--- src/rtl/hazard_unit.sv ---
// hazard_unit: stall/flush and forwarding control for the five-stage pipeline,
// plus an idle/busy tracker for the multi-cycle multiply/divide unit.
// Optional feature: define HAZARD_STALL_CNT_EN to add the 32-bit stall_count output.
module hazard_unit #(
    parameter int unsigned MULT_CYCLES = 5,
    parameter int unsigned DIV_CYCLES  = 10
) (
    input  logic       clk,
    input  logic       reset,
    input  logic [4:0] Rs_D,
    input  logic [4:0] Rt_D,
    input  logic [1:0] Tuse_Rs_D,
    input  logic [1:0] Tuse_Rt_D,
    input  logic [4:0] Rs_E,
    input  logic [4:0] Rt_E,
    input  logic [4:0] WriteReg_E,
    input  logic       RegWrite_E,
    input  logic [1:0] Tnew_E,
    input  logic [4:0] WriteReg_M,
    input  logic       RegWrite_M,
    input  logic [1:0] Tnew_M,
    input  logic [4:0] WriteReg_W,
    input  logic       RegWrite_W,
    input  logic       MDUStart_E,
    input  logic       MDUIsDiv_E,
    input  logic       MDUUse_D,
    output logic       stall_F,
    output logic       stall_D,
    output logic       CLR,
    output logic       busy,
    output logic [1:0] FwdRs_D,
    output logic [1:0] FwdRt_D,
    output logic [1:0] FwdRs_E,
    output logic [1:0] FwdRt_E
`ifdef HAZARD_STALL_CNT_EN
    ,
    output logic [31:0] stall_count
`endif
);

    localparam int unsigned MAX_CYC = (MULT_CYCLES > DIV_CYCLES) ? MULT_CYCLES : DIV_CYCLES;
    localparam int unsigned CW      = (MAX_CYC > 0) ? $clog2(MAX_CYC + 1) : 1;
    localparam logic [CW-1:0] MULT_LD = CW'(MULT_CYCLES);
    localparam logic [CW-1:0] DIV_LD  = CW'(DIV_CYCLES);

    typedef enum logic {
        S_IDLE,
        S_BUSY
    } mdu_state_t;

    mdu_state_t    state, state_n;
    logic [CW-1:0] cnt, cnt_n;
    logic          stall;
    logic          stall_rs, stall_rt, stall_mdu;

    // Producer X blocks source r when it writes r and its result arrives too late.
    function automatic logic src_stall(
        input logic [4:0] r,
        input logic [1:0] tuse,
        input logic [4:0] wr_e,
        input logic       we_e,
        input logic [1:0] tnew_e,
        input logic [4:0] wr_m,
        input logic       we_m,
        input logic [1:0] tnew_m
    );
        logic hit_e, hit_m;
        hit_e = we_e && (wr_e == r) && (tuse < tnew_e);
        hit_m = we_m && (wr_m == r) && (tuse < tnew_m);
        return (r != 5'd0) && (hit_e || hit_m);
    endfunction

    // Forward select: M (2) wins over W (1); $0 always reads the register file.
    function automatic logic [1:0] fwd_sel(
        input logic [4:0] r,
        input logic [4:0] wr_m,
        input logic       we_m,
        input logic [1:0] tnew_m,
        input logic [4:0] wr_w,
        input logic       we_w
    );
        if (r == 5'd0)                                   return 2'd0;
        else if (we_m && (wr_m == r) && (tnew_m == 2'd0)) return 2'd2;
        else if (we_w && (wr_w == r))                    return 2'd1;
        else                                             return 2'd0;
    endfunction

    // Stall decision and forwarding selects, all zero-latency.
    always_comb begin
        stall_rs  = src_stall(Rs_D, Tuse_Rs_D, WriteReg_E, RegWrite_E, Tnew_E,
                              WriteReg_M, RegWrite_M, Tnew_M);
        stall_rt  = src_stall(Rt_D, Tuse_Rt_D, WriteReg_E, RegWrite_E, Tnew_E,
                              WriteReg_M, RegWrite_M, Tnew_M);
        // Reset masks the MDU term so a start seen during reset cannot stall.
        stall_mdu = reset && MDUUse_D && (busy || MDUStart_E);
        stall     = stall_rs || stall_rt || stall_mdu;
        stall_F   = stall;
        stall_D   = stall;
        CLR       = stall;
        FwdRs_D   = fwd_sel(Rs_D, WriteReg_M, RegWrite_M, Tnew_M, WriteReg_W, RegWrite_W);
        FwdRt_D   = fwd_sel(Rt_D, WriteReg_M, RegWrite_M, Tnew_M, WriteReg_W, RegWrite_W);
        FwdRs_E   = fwd_sel(Rs_E, WriteReg_M, RegWrite_M, Tnew_M, WriteReg_W, RegWrite_W);
        FwdRt_E   = fwd_sel(Rt_E, WriteReg_M, RegWrite_M, Tnew_M, WriteReg_W, RegWrite_W);
    end

    // MDU tracker next state: load on start from idle, count down while busy.
    always_comb begin
        state_n = state;
        cnt_n   = cnt;
        case (state)
            S_IDLE: begin
                if (MDUStart_E) begin
                    cnt_n = MDUIsDiv_E ? DIV_LD : MULT_LD;
                    // A zero-cycle op never leaves idle.
                    if (cnt_n != '0) state_n = S_BUSY;
                end
            end
            S_BUSY: begin
                cnt_n = cnt - CW'(1);
                if (cnt_n == '0) state_n = S_IDLE;
            end
            default: begin
                state_n = S_IDLE;
                cnt_n   = '0;
            end
        endcase
    end

    // MDU tracker registers; busy is registered from the next count.
    always_ff @(posedge clk or negedge reset) begin
        if (!reset) begin
            state <= S_IDLE;
            cnt   <= '0;
            busy  <= 1'b0;
        end else begin
            state <= state_n;
            cnt   <= cnt_n;
            busy  <= (cnt_n != '0);
        end
    end

`ifdef HAZARD_STALL_CNT_EN
    // Free-running count of stalled cycles, wrapping at 32 bits.
    always_ff @(posedge clk or negedge reset) begin
        if (!reset) stall_count <= '0;
        else if (stall) stall_count <= stall_count + 32'd1;
    end
`endif

endmodule
--- config.mk ---
export PLATFORM = sky130hd
export DESIGN_NAME = hazard_unit
export DESIGN_NICKNAME = d
export VERILOG_FILES = /design/src/rtl/hazard_unit.sv
export SDC_FILE = /design/constraint.sdc
export NUM_CORES = 1
export LEC_CHECK = 0
export BUFFER_PORTS_ARGS = -buffer_cell sky130_fd_sc_hd__buf_2
export CORE_MARGIN = 5
export CORE_UTILIZATION = 45
export CTS_CLUSTER_SIZE = 12
export DETAILED_ROUTE_END_ITERATION = 12
export PLACE_DENSITY_LB_ADDON = 0.1
export SETUP_SLACK_MARGIN = 0.5
export SLEW_MARGIN = 5
export SYNTH_ARGS = -nofsm -noshare
export SYNTH_HDL_FRONTEND = slang
export SYNTH_SLANG_ARGS = --single-unit
--- constraint.sdc ---
create_clock -name clk -period 2.4 [get_ports clk]
set_clock_uncertainty 0.1 [all_clocks]
set_input_delay 0.36 -clock clk [delete_from_list [all_inputs] [get_ports clk]]
set_output_delay 0.36 -clock clk [all_outputs]
set_load 0.01 [all_outputs]
==> flow_results.org <==
** Drt
- 1st-iter DRT viols :: 57
- Met3 Wirelength :: 332 um
- The final layout contains routed wiring with a total length of 3.63 mm.
- Total met2 wirelength after detailed routing :: 1.77 mm
- First-pass iteration count of the detailed router :: 4
- Via count of the routed design :: 1,296
- After detailed routing, the average wire length per cell comes to 15.2 um.
- The detailed router used layers up to and including met3.
- In the final routing, the length of wire on met1 measures 1.53 mm.
- After detailed routing, the number of vias per cell comes to 5.42.
- For this run, design rule violations remaining after detail routing come to 0.
- In this run the remaining antenna-violating nets after routing total 0.

** Placed design
- GP Congestion :: 0.859
- Placed wire-length estimate after detailed placement :: 2.86 mm
- Number of cells in the design after placement :: 233
- In this run the cell area measured after placement is 1470 sq um.
- IO Port Bufs :: 62

** Power and ir drop
- Leakage :: 0.771 nW
- Internal power of the cells :: 0.404 mW
- Switching part of the total :: 42.2%
- Part of the total power dissipated in the clock network :: 13.1%
- Registers are responsible for 27.6% of the overall power.
- Switching power of the nets :: 0.294 mW
- The share of total power dissipated in combinational logic is 59.3%.
- The worst-case IR drop observed on VDD is 0.000642 V.
- Total power for the finished layout comes to 0.698 mW.
- Power spread over the standard cell area amounts to 416 nW/um^2.

** Floorplan
- Die extent in y :: 60.4 um
- Initial cell density of the core :: 46.5%
- The floorplan step defined a die boundary enclosing 3640 sq um.
- The die is 60.4 um wide.
- The total area inside the core boundary comes to 2450 sq um.
- 63 I/O pins were placed.
- In this run the core area contains 18 standard-cell rows.

** Run status
- Outcome :: finished, final reports clean

** Yosys
- Fraction of the mapped netlist area in simple logic gates :: 26.4%
- Counting every net in the synthesized netlist gives 203.
- Multiplexer area fraction after synthesis :: 0.877%
- XOR/XNOR share of the synthesized area :: 39.9%
- The synthesized design devotes to its leading area cell type 23.8% of total area.
- Post-synthesis share of cell area spent on full adders, half adders and majority gates :: 6.58%
- The mapped netlist covers 1140 sq um.
- Number of distinct library cells after synthesis :: 29
- Dividing the synthesized area by the synthesized cell count gives 7.82 sq um.
- Top cell type by total area after synthesis :: xnor2_1
- After synthesis, flip-flops and latches occupy 13.2% of the total area.
- During synthesis, Yosys emitted a total of 0 warnings.
- Top cells by area in the synthesized netlist :: xnor2_1 (24%), xor2_1 (16%), dfrtp_1 (13%)
- Compound-cell area share of the yosys netlist :: 8.33%
- Dominant combinational cell family by area after synthesis :: XOR/XNOR gates
- After technology mapping, the gate count stands at 146.
- In this run, synthesis produced a sequential element count of 6.

** Run
- Max-cap violations in this run came to 0.

** Timing
- Part of the cycle the worst path needs :: 87.0%
- Summed over all failing endpoints, the final setup total negative slack is 0 ps.
- Final hold slack :: 349 ps
- FMAX :: 479 MHz
- Time the worst path needs with I/O delays and setup :: 2090 ps
- The final hold violation count is 0.
- RSZ-0062 raised after global routing :: yes
- Setup violations remaining at the end of the flow were counted as 0.
- The number of pins with negative max-slew slack in the final report came to 0.
- Slew headroom :: 80.2%
- At the pin with the least slew margin, the transition time is 294 ps.

** Critical path
- STA classifies the critical path endpoint as an output port.
- Walking the worst path, the cells encountered are buf_8 > or4_4 > nor2_4 > nor4_1 > nand3_1 > o2111ai_2 > buf_2.
- Critical path class :: in2out
- Critical path peak fanout :: 4
- For this run, the slowest stage of the critical path takes 530 ps.
- For the worst setup path, the data required time is 1940 ps.
- The slowest stage of the critical path is the or4_4 cell.
- Arrival time of data at the critical path endpoint :: 1630 ps
- The worst setup path is launched from an input pin.

** Global route
- For this run, the total global-route usage over all layers was measured as 20.9%.
- Antenna violations before repair :: 0
- For this run the aggregate overflow at the end of global routing stands at 0.
- Number of global-route vias before repair :: 1,343
- The first global-routing pass estimated 5.90 mm of wire.
- Entering global routing, the biggest net connects 10 pins.

** Cells and area
- Nets@finish :: 268
- Post-Layout Cell Count :: 239
- In the final layout, the share of cells above drive strength 1 is 41.1%.
- Ant. Diodes :: 0
- Number of filler instances in the final layout :: 218
- Relative to the synthesized area, the layout overhead comes to 47.1%.
- Area of all placed cells without fillers :: 1680 sq um

** Clocking
- The clock passes through at most 2 buffers.
- Clock root cell :: clkbuf_4
- For the worst-skew pair, the clock arrives at the later sink with an insertion delay of 240 ps.
- In this run the number of H-tree levels came out at 1.
- TritonCTS built the clock tree.
- After clock tree synthesis, the clock-pin slew on the worst setup and hold paths is 50 ps.
- The clock drives 6 sinks.
- Counting the buffers created by CTS gives 3.

** Worst hold path
- In this run the worst hold path is classified as in2reg.
==> repair_timing <==
item                                   in CTS  in global routing
gates resized for setup                    31                 13
gates cloned                                0                  0
setup endpoints to repair                  11                 12
endpoints found under the hold margin       6                  0
pin swaps                                  17                 11
hold buffers                                1                  0
buffers inserted                            2                  0
==> sequential cells by signal, indices dropped and copies added (netlist names) <==
signal  cells
cnt         4
busy        1
state       1
==> layout by cell type, fill, tap and decap left out, drive strengths merged <==
master,Yosys,routed
ha,6,6
dfrtp,6,6
o211ai,1,1
nand2b,2,2
a32oi,1,1
nor3,5,5
nor4,6,6
and3b,1,1
nand3b,2,2
nand4bb,1,1
nand4,6,6
o2111ai,1,1
o21ai,7,7
nand3,2,2
inv,6,6
xor2,21,21
and2,1,1
dlygate4sd3,0,1
buf,3,65
clkbuf,3,3
xnor2,31,31
nand2,7,7
nor2,11,11
and3,1,1
a21oi,7,7
or4,7,7
mux2i,1,1
==> worst max-delay path: cells and delay by family <==
| kind | cells | cell delay [ps] |
|---|---|---|
| and+or+nand+nor | 4 | 840 |
| buffers and inverters | 2 | 270 |
| AOI/OAI and AO/OA | 1 | 150 |
==> cell type report <==
class / count / area (sq um) / area share (%)
inverter: 6 / 22.5 / 1.34
sequential: 6 / 150 / 8.94
tap: 30 / 37.5 / 2.24
timing repair buffer: 66 / 422 / 25.1
clock buffer: 3 / 22.5 / 1.34
multi-input combinational: 128 / 1020 / 61.0
==> cells in the mapped netlist, drive strengths merged <==
master,count
xnor2,31
xor2,21
nor2,11
a21oi,7
nand2,7
o21ai,7
or4,7
dfrtp,6
ha,6
inv,6
nand4,6
nor4,6
nor3,5
buf,3
clkbuf,3
nand2b,2
nand3,2
nand3b,2
a32oi,1
and2,1
and3,1
and3b,1
mux2i,1
nand4bb,1
o2111ai,1
o211ai,1
==> power groups by stage <==
stage                     logic [mW]  clock network (mW)  registers (mW)
final                          0.414              0.0912           0.193
after global routing           0.463               0.103           0.201
after CTS                      0.404              0.0945           0.193
after detailed placement       0.375                   0           0.194
after global placement         0.364                   0           0.192
after floorplan                0.245                   0           0.183
==> final timing paths <==
| path | startpoint | to | slack (ps) | depth (start not counted) |
|---|---|---|---|---|
| worst min-delay path | MDUStart_E | state | 350 | 3 |
| min in group asynchronous | reset | state | 460 | 2 |
| worst max-delay path | Rs_D[4] | stall_D | 310 | 7 |
| worst min register to register | cnt[0] | cnt[0] | 500 | 1 |
| max in group asynchronous | reset | cnt[3] | 1510 | 2 |
| worst max register to register | cnt[0] | busy | 690 | 6 |
==> routing by layer <==
layer	up-vias	track usage [%]
li1	638	-
met1	603	27.3
met2	55	37.3
met3	0	3.62
met4	0	1.90
met5	-	0
==> cell families after synthesis <==
group / after synthesis
fa+ha+maj: 6
flops: 6
simple gates: 52
mux: 1
compound gates: 17
buf+inv: 12
xor+xnor: 52
==> per-stage QoR <==
step | setup WS [ps] | utilization, %
detailed placement | 303 | 59.9
floorplan | 435 | -
global route | 254 | 68.4
global placement | 313 | 59.9
CTS | 315 | 66.5
finish | 312 | 68.4
Note: power is estimated with default switching activity, not from simulation.
